--- config.mk ---
export PLATFORM = sky130hd
export DESIGN_NAME = demux_stream_flat
export DESIGN_NICKNAME = d
export VERILOG_FILES = /design/src/rtl/demux_stream_if.sv /design/src/rtl/demux_stream.sv /design/src/flat_wrapper.sv
export SDC_FILE = /design/constraint.sdc
export NUM_CORES = 1
export LEC_CHECK = 0
export CAP_MARGIN = 20
export CORE_AREA = 3 3 56 58
export DETAILED_ROUTE_END_ITERATION = 10
export DIE_AREA = 0 0 59 61
export DONT_BUFFER_PORTS = 1
export GPL_TIMING_DRIVEN = 1
export PLACE_DENSITY = 0.74
export SETUP_SLACK_MARGIN = 0.2
export SLEW_MARGIN = 5
export SYNTH_ARGS = -nofsm -noshare
export SYNTH_HDL_FRONTEND = slang
export SYNTH_SLANG_ARGS = --single-unit
--- constraint.sdc ---
create_clock -name clk -period 4.2 [get_ports clk]
set_input_delay 1.26 -clock clk [delete_from_list [all_inputs] [get_ports clk]]
set_output_delay 1.26 -clock clk [all_outputs]
set_load 0.02 [all_outputs]
--- src/rtl/demux_stream_if.sv ---
// Stream bundle for demux_stream: one producer-side handshake fanning out to N consumer lanes.
// The slave modport is the demux's own view; master is the view of whatever drives and consumes it.
interface demux_stream_if #(
  parameter int WIDTH = 8,
  parameter int N     = 4,
  parameter int SEL_W = 2
);
  logic [WIDTH-1:0]   in_data;
  logic [SEL_W-1:0]   in_sel;
  logic               in_valid;
  logic               in_ready;
  logic [N*WIDTH-1:0] out_data;
  logic [N-1:0]       out_valid;
  logic [N-1:0]       out_ready;
  logic               drop;

  modport master (
    output in_data, in_sel, in_valid, out_ready,
    input  in_ready, out_data, out_valid, drop
  );

  modport slave (
    input  in_data, in_sel, in_valid, out_ready,
    output in_ready, out_data, out_valid, drop
  );
endinterface

--- src/rtl/demux_stream.sv ---
// Registered 1-to-N stream demux, routed by in_sel (MODE 0) or round-robin (MODE 1).
// Define DEMUX_STATS_EN to add the cnt port with per-channel saturating 8-bit transfer counters.
module demux_stream #(
  parameter int               WIDTH = 8,
  parameter int               N     = 4,
  parameter int               SEL_W = 2,
  parameter logic [WIDTH-1:0] IDLE  = {WIDTH{1'b1}},
  parameter int               MODE  = 0
) (
  input  logic              clk,
  input  logic              rst_n,
  demux_stream_if.slave     bus
`ifdef DEMUX_STATS_EN
  ,
  output logic [N*8-1:0]    cnt
`endif
);

  logic [N*WIDTH-1:0] data_q;
  logic [N-1:0]       valid_q;
  logic [SEL_W-1:0]   rr;
  logic               drop_q;

  logic [SEL_W-1:0]   tgt;
  logic               in_range;
  logic [N-1:0]       free;
  logic               tgt_free;
  logic               accept;
  logic [N-1:0]       wr;

  assign tgt      = (MODE == 1) ? rr : bus.in_sel;
  assign in_range = int'(tgt) < N;
  assign free     = ~valid_q | bus.out_ready;

  // NOTE: every variable written here gets a default first, so no path can leave it unassigned and infer a latch.
  always_comb begin
    tgt_free = 1'b0;
    for (int k = 0; k < N; k++) begin
      if (tgt == SEL_W'(k)) tgt_free = free[k];
    end
  end

  // An out-of-range select is always accepted so a bad producer cannot wedge the stream.
  assign bus.in_ready = !in_range || tgt_free;
  assign accept       = bus.in_valid && bus.in_ready;

  always_comb begin
    wr = '0;
    for (int k = 0; k < N; k++) begin
      wr[k] = accept && in_range && (tgt == SEL_W'(k));
    end
  end

  // NOTE: sequential state uses non-blocking assignments so every register samples pre-edge values.
  always_ff @(posedge clk) begin
    if (!rst_n) begin
      valid_q <= '0;
      data_q  <= {N{IDLE}};
      rr      <= '0;
      drop_q  <= 1'b0;
    end else begin
      drop_q <= accept && !in_range;
      for (int k = 0; k < N; k++) begin
        // A write wins over a pop on the same channel, which gives back-to-back beats without a bubble.
        if (wr[k]) begin
          data_q[k*WIDTH +: WIDTH] <= bus.in_data;
          valid_q[k]               <= 1'b1;
        end else if (valid_q[k] && bus.out_ready[k]) begin
          data_q[k*WIDTH +: WIDTH] <= IDLE;
          valid_q[k]               <= 1'b0;
        end
      end
      if (MODE == 1 && accept) begin
        rr <= (rr == SEL_W'(N - 1)) ? '0 : rr + SEL_W'(1);
      end
    end
  end

  assign bus.out_data  = data_q;
  assign bus.out_valid = valid_q;
  assign bus.drop      = drop_q;

`ifdef DEMUX_STATS_EN
  logic [7:0] cnt_q [N];

  // NOTE: the counter array is small and architecturally visible, so it is reset like any other register.
  always_ff @(posedge clk) begin
    if (!rst_n) begin
      for (int k = 0; k < N; k++) cnt_q[k] <= '0;
    end else begin
      for (int k = 0; k < N; k++) begin
        if (wr[k] && cnt_q[k] != 8'hFF) cnt_q[k] <= cnt_q[k] + 8'd1;
      end
    end
  end

  always_comb begin
    cnt = '0;
    for (int k = 0; k < N; k++) cnt[k*8 +: 8] = cnt_q[k];
  end
`endif

endmodule
--- src/flat_wrapper.sv ---
// flat-port wrapper written by rule: the top's interface ports become plain ports
module demux_stream_flat 
#(
  parameter int               WIDTH = 8,
  parameter int               N     = 4,
  parameter int               SEL_W = 2,
  parameter logic [WIDTH-1:0] IDLE  = {WIDTH{1'b1}},
  parameter int               MODE  = 0
)
  (clk, rst_n, bus_in_data, bus_in_sel, bus_in_valid, bus_out_ready, bus_in_ready, bus_out_data, bus_out_valid, bus_drop);
  demux_stream_if #(.WIDTH(WIDTH), .N(N), .SEL_W(SEL_W)) bus_i ();
  input  logic clk;
  input  logic rst_n;
  input wire logic [$bits(bus_i.in_data)-1:0] bus_in_data;
  input wire logic [$bits(bus_i.in_sel)-1:0] bus_in_sel;
  input wire logic [$bits(bus_i.in_valid)-1:0] bus_in_valid;
  input wire logic [$bits(bus_i.out_ready)-1:0] bus_out_ready;
  output wire logic [$bits(bus_i.in_ready)-1:0] bus_in_ready;
  output wire logic [$bits(bus_i.out_data)-1:0] bus_out_data;
  output wire logic [$bits(bus_i.out_valid)-1:0] bus_out_valid;
  output wire logic [$bits(bus_i.drop)-1:0] bus_drop;
  assign bus_i.in_data = bus_in_data;
  assign bus_i.in_sel = bus_in_sel;
  assign bus_i.in_valid = bus_in_valid;
  assign bus_i.out_ready = bus_out_ready;
  assign bus_in_ready = bus_i.in_ready;
  assign bus_out_data = bus_i.out_data;
  assign bus_out_valid = bus_i.out_valid;
  assign bus_drop = bus_i.drop;
  demux_stream #(.WIDTH(WIDTH), .N(N), .SEL_W(SEL_W), .IDLE(IDLE), .MODE(MODE)) u_core (.clk(clk), .rst_n(rst_n), .bus(bus_i));
endmodule
# After elaboration in Yosys (flattened, before gate mapping)
# Cells that the tools add are included.
[word_totals]
regBits = 36
inputBits = 17
wordCells = 47
[classes]
eq_ne = 3
muxes = 20
n_bitwise = 2
reduce_logical = 14
[op_table]
columns = ["operator", "count"]
rows = [
  ["$mux W8", 8],
  ["$mux W1", 12],
  ["$logic_and A1 B1 Y1", 9],
  ["$reduce_bool A2 Y1", 4],
  ["$eq A2 B2 Y1 const B", 2],
  ["$not A4 Y4", 1],
  ["$or A4 B4 Y4", 1],
  ["$eq A2 B1 Y1 const B", 1],
  ["$logic_not A2 Y1", 1],
]

# Longest topological paths before layout
[logic_depth]
word_depth = 9
ltp_mapped = 4
ltp_nobuf = 3

# Worst setup path before layout
# OpenSTA, ideal clock, no wires.
[synth_path]
path_type = "in2out"
startpoint = "input bus_out_ready[0]"
endpoint = "output bus_in_ready"
t_arrival_ns = 2.029
path_slack_ns = 0.911
cell_stages = 2
path_buffers = 0
path_cell_list = "nand2b_1 mux4_1"
[synth_via]
elab_chain_len = 5
[synth_lines]
columns = ["item", "line", "source"]
rows = [
  ["from (decl)", "flat_wrapper.sv:17", "input wire logic [$bits(bus_i.out_ready)-1:0] bus_out_ready;"],
  ["$or A4 B4 Y4", "demux_stream.sv:33", "assign free = ~valid_q | bus.out_ready;"],
  ["$mux W1 (4 in series)", "demux_stream.sv:39", "if (tgt == SEL_W'(k)) tgt_free = free[k];"],
  ["to (decl)", "flat_wrapper.sv:18", "output wire logic [$bits(bus_i.in_ready)-1:0] bus_in_ready;"],
]
# No other way between the ends.

# Worst setup path after layout
# Same ends and word-level chain as after synthesis.

==> flow_summary.toml <==
[setup_path]
path_max_fanout = 3
cp_slowest_cell = "mux4_1"
crit_path_max_incr_delay_ps = 640
crit_buf_inv = 0
worstSetupStartpointType = "input port"
crit_type = "input port to output pin"
path_cells = "nand2b_1, mux4_1"
crit_path_end_kind = "output pin"
r2r_setup_slack_ps = 2540
critPathArrivalTime_ps = 2090
required_ps = 2940
critical_path.top_delay_family = "multiplexers"

[cts]
cts-root-buf = "clkbuf_4"
ctsLongestPathBuffers = 2
cts_resized = 0
cts_hold_buf = 0
postCtsSetupBuffers = 0
clk_latency_ps = 330
cts_sinks = 36
tritoncts = "built"
cts-htree-levels = 2
cts_buffers = 5
clk_pin_slew_ps = 90

[synth]
synthFlopType = "dfxtp_1"
ys_async_sr_fraction_pct = 0
synthCells = 140
synth_area_leader_cell = "dfxtp_1"
ys_top_cells_by_area = "dfxtp_1, mux2i_1, nor2_1, and2b_1, a21bo_1"
synth_most_common_cell = "dfxtp_1"
synth_edf_count = 0
syn_avg_cell_area_um2 = 10.5
synth_area_um2 = 1470
netlist.area_leader.share_pct = 48.9
ys_warn_count = 0
yosysUniqueCellTypes = 22
syn-num-nets = 157
ys_ff_latch = 36
synth_common_cells = "dfxtp_1, mux2i_1, nor2_1"
seq_area_frac_synth_pct = 48.9

[routing]
num_vias = 934
wire_per_inst_um = 17.5
wirelength_um = 2960
drc = 0
viasPerCell = 5.53
drtIter0Drc = 34
antenna_left = 0
firstDrtPassIters = 4

[floorplanning]
core_um2 = 2710
ios = 55
dieArea_um2 = 3600
die_w_um = 59
num_rows = 19
initial_utilization_pct = 54.3
die_y_um = 61

[flow_run]
drv_cap = 0

[power]
p_leak_nw = 0.613
peakVddDrop_mv = 0.343
p_per_area_nw_per_um2 = 406

[final_layout]
layout.nets = 155
stdcell_area_um2 = 1520
drive_gt1_share_pct = 8.70
diodes = 0
area.growth.synth_to_final_pct = 3.23
fillers = 250
final_cells = 169
fin_util_pct = 56.1

[global_route]
grt_use_total_pct = 18.2
first_global_vias = 940
grt_first_pass_wirelength_um = 4580
grt-ovfl-total = 0
antenna_found_initial = 0
grt_max_degree = 17

[placement]
dp_cells = 162
gp_congestion = 0.715
place.port_buffers = 0
dpl_cell_area_um2 = 1460
dp_hpwl_um = 2300

[status]
status = "completed"

[timing]
finalSetupViolCount = 0
tns_ps = 0
min_period_ps = 3350
tightest_slew_ps = 851
worst_clock_skew_ps = 2.58
finalHoldViolations = 0
relSlewSlack_pct = 43.0
slew_viol_final = 0
finalCritPeriodShare_pct = 79.7
max_freq_mhz = 299
rsz0062_at_grt = "no"

[worst_hold_path]
hold_class = "flop to flop"
[layout make-up]
cell class / instances / area [µm²] / area share (%)
well taps: 31 / 38.8 / 2.55
clock buffers: 7 / 65.1 / 4.28
multi-input cells: 95 / 696 / 45.8
flip-flops and latches: 36 / 721 / 47.4
[flip-flops by register name, indices dropped and copies added, names as in the netlist]
register,count
u_core.bus.out_valid,4
u_core.bus.out_data,32
[report_power, final]
group	switching [W]	internal (W)
clock	0.000102	0.0000949
combinational	0.0000239	0.0000193
sequential	0.0000238	0.000354
[worst paths after layout]
kind | to | depth (start not counted) | startpoint
max | bus_in_ready | 2 | bus_out_ready[0]
min | u_core.bus.out_data[30] | 2 | u_core.bus.out_data[30]
max reg2reg | u_core.bus.out_data[23] | 3 | u_core.bus.out_valid[2]
min reg2reg | u_core.bus.out_data[30] | 2 | u_core.bus.out_data[30]
[cells in the final DEF (no fill, tap or decap)]
cell	synthesis	layout
nor3b_2	1	1
nor2b_1	2	2
mux4_1	1	1
dfxtp_1	36	36
o21a_1	2	2
nor2_1	32	32
clkbuf_8	0	2
and4b_1	1	1
a21boi_1	2	2
a21bo_1	4	4
nand2_2	1	1
mux2i_1	32	32
conb_1	1	1
nand3_1	1	1
nand2b_1	4	4
and2b_1	7	7
nor3_2	1	1
nor2b_2	2	2
nand2_1	1	1
clkbuf_4	0	5
[cells by family after synthesis]
logic type | Yosys count | share of synthesized area, %
AND/OR/NAND/NOR | 53 | 18.7
flip-flops | 36 | 48.9
multiplexers | 33 | 23.5
buffers and inverters | 9 | 3.82
AO/OA/AOI/OAI | 8 | 4.76
other | 1 | 0.255
[routing by layer]
metal | track usage (%) | wire length, µm
met1 | 19.9 | 1180
met2 | 30.6 | 1460
met4 | 7.77 | 57
met3 | 8.30 | 252
met5 | 0 | 0
[metrics by stage]
step	worst slack (ps)	total power, W	hold WS (ps)
floorplan	911	0.000423	580
global placement	890	0.000427	597
detailed placement	849	0.000429	605
CTS	848	0.000626	619
global route	828	0.000645	635
finish	853	0.000617	611
Note: power is estimated with default switching activity, not from simulation.
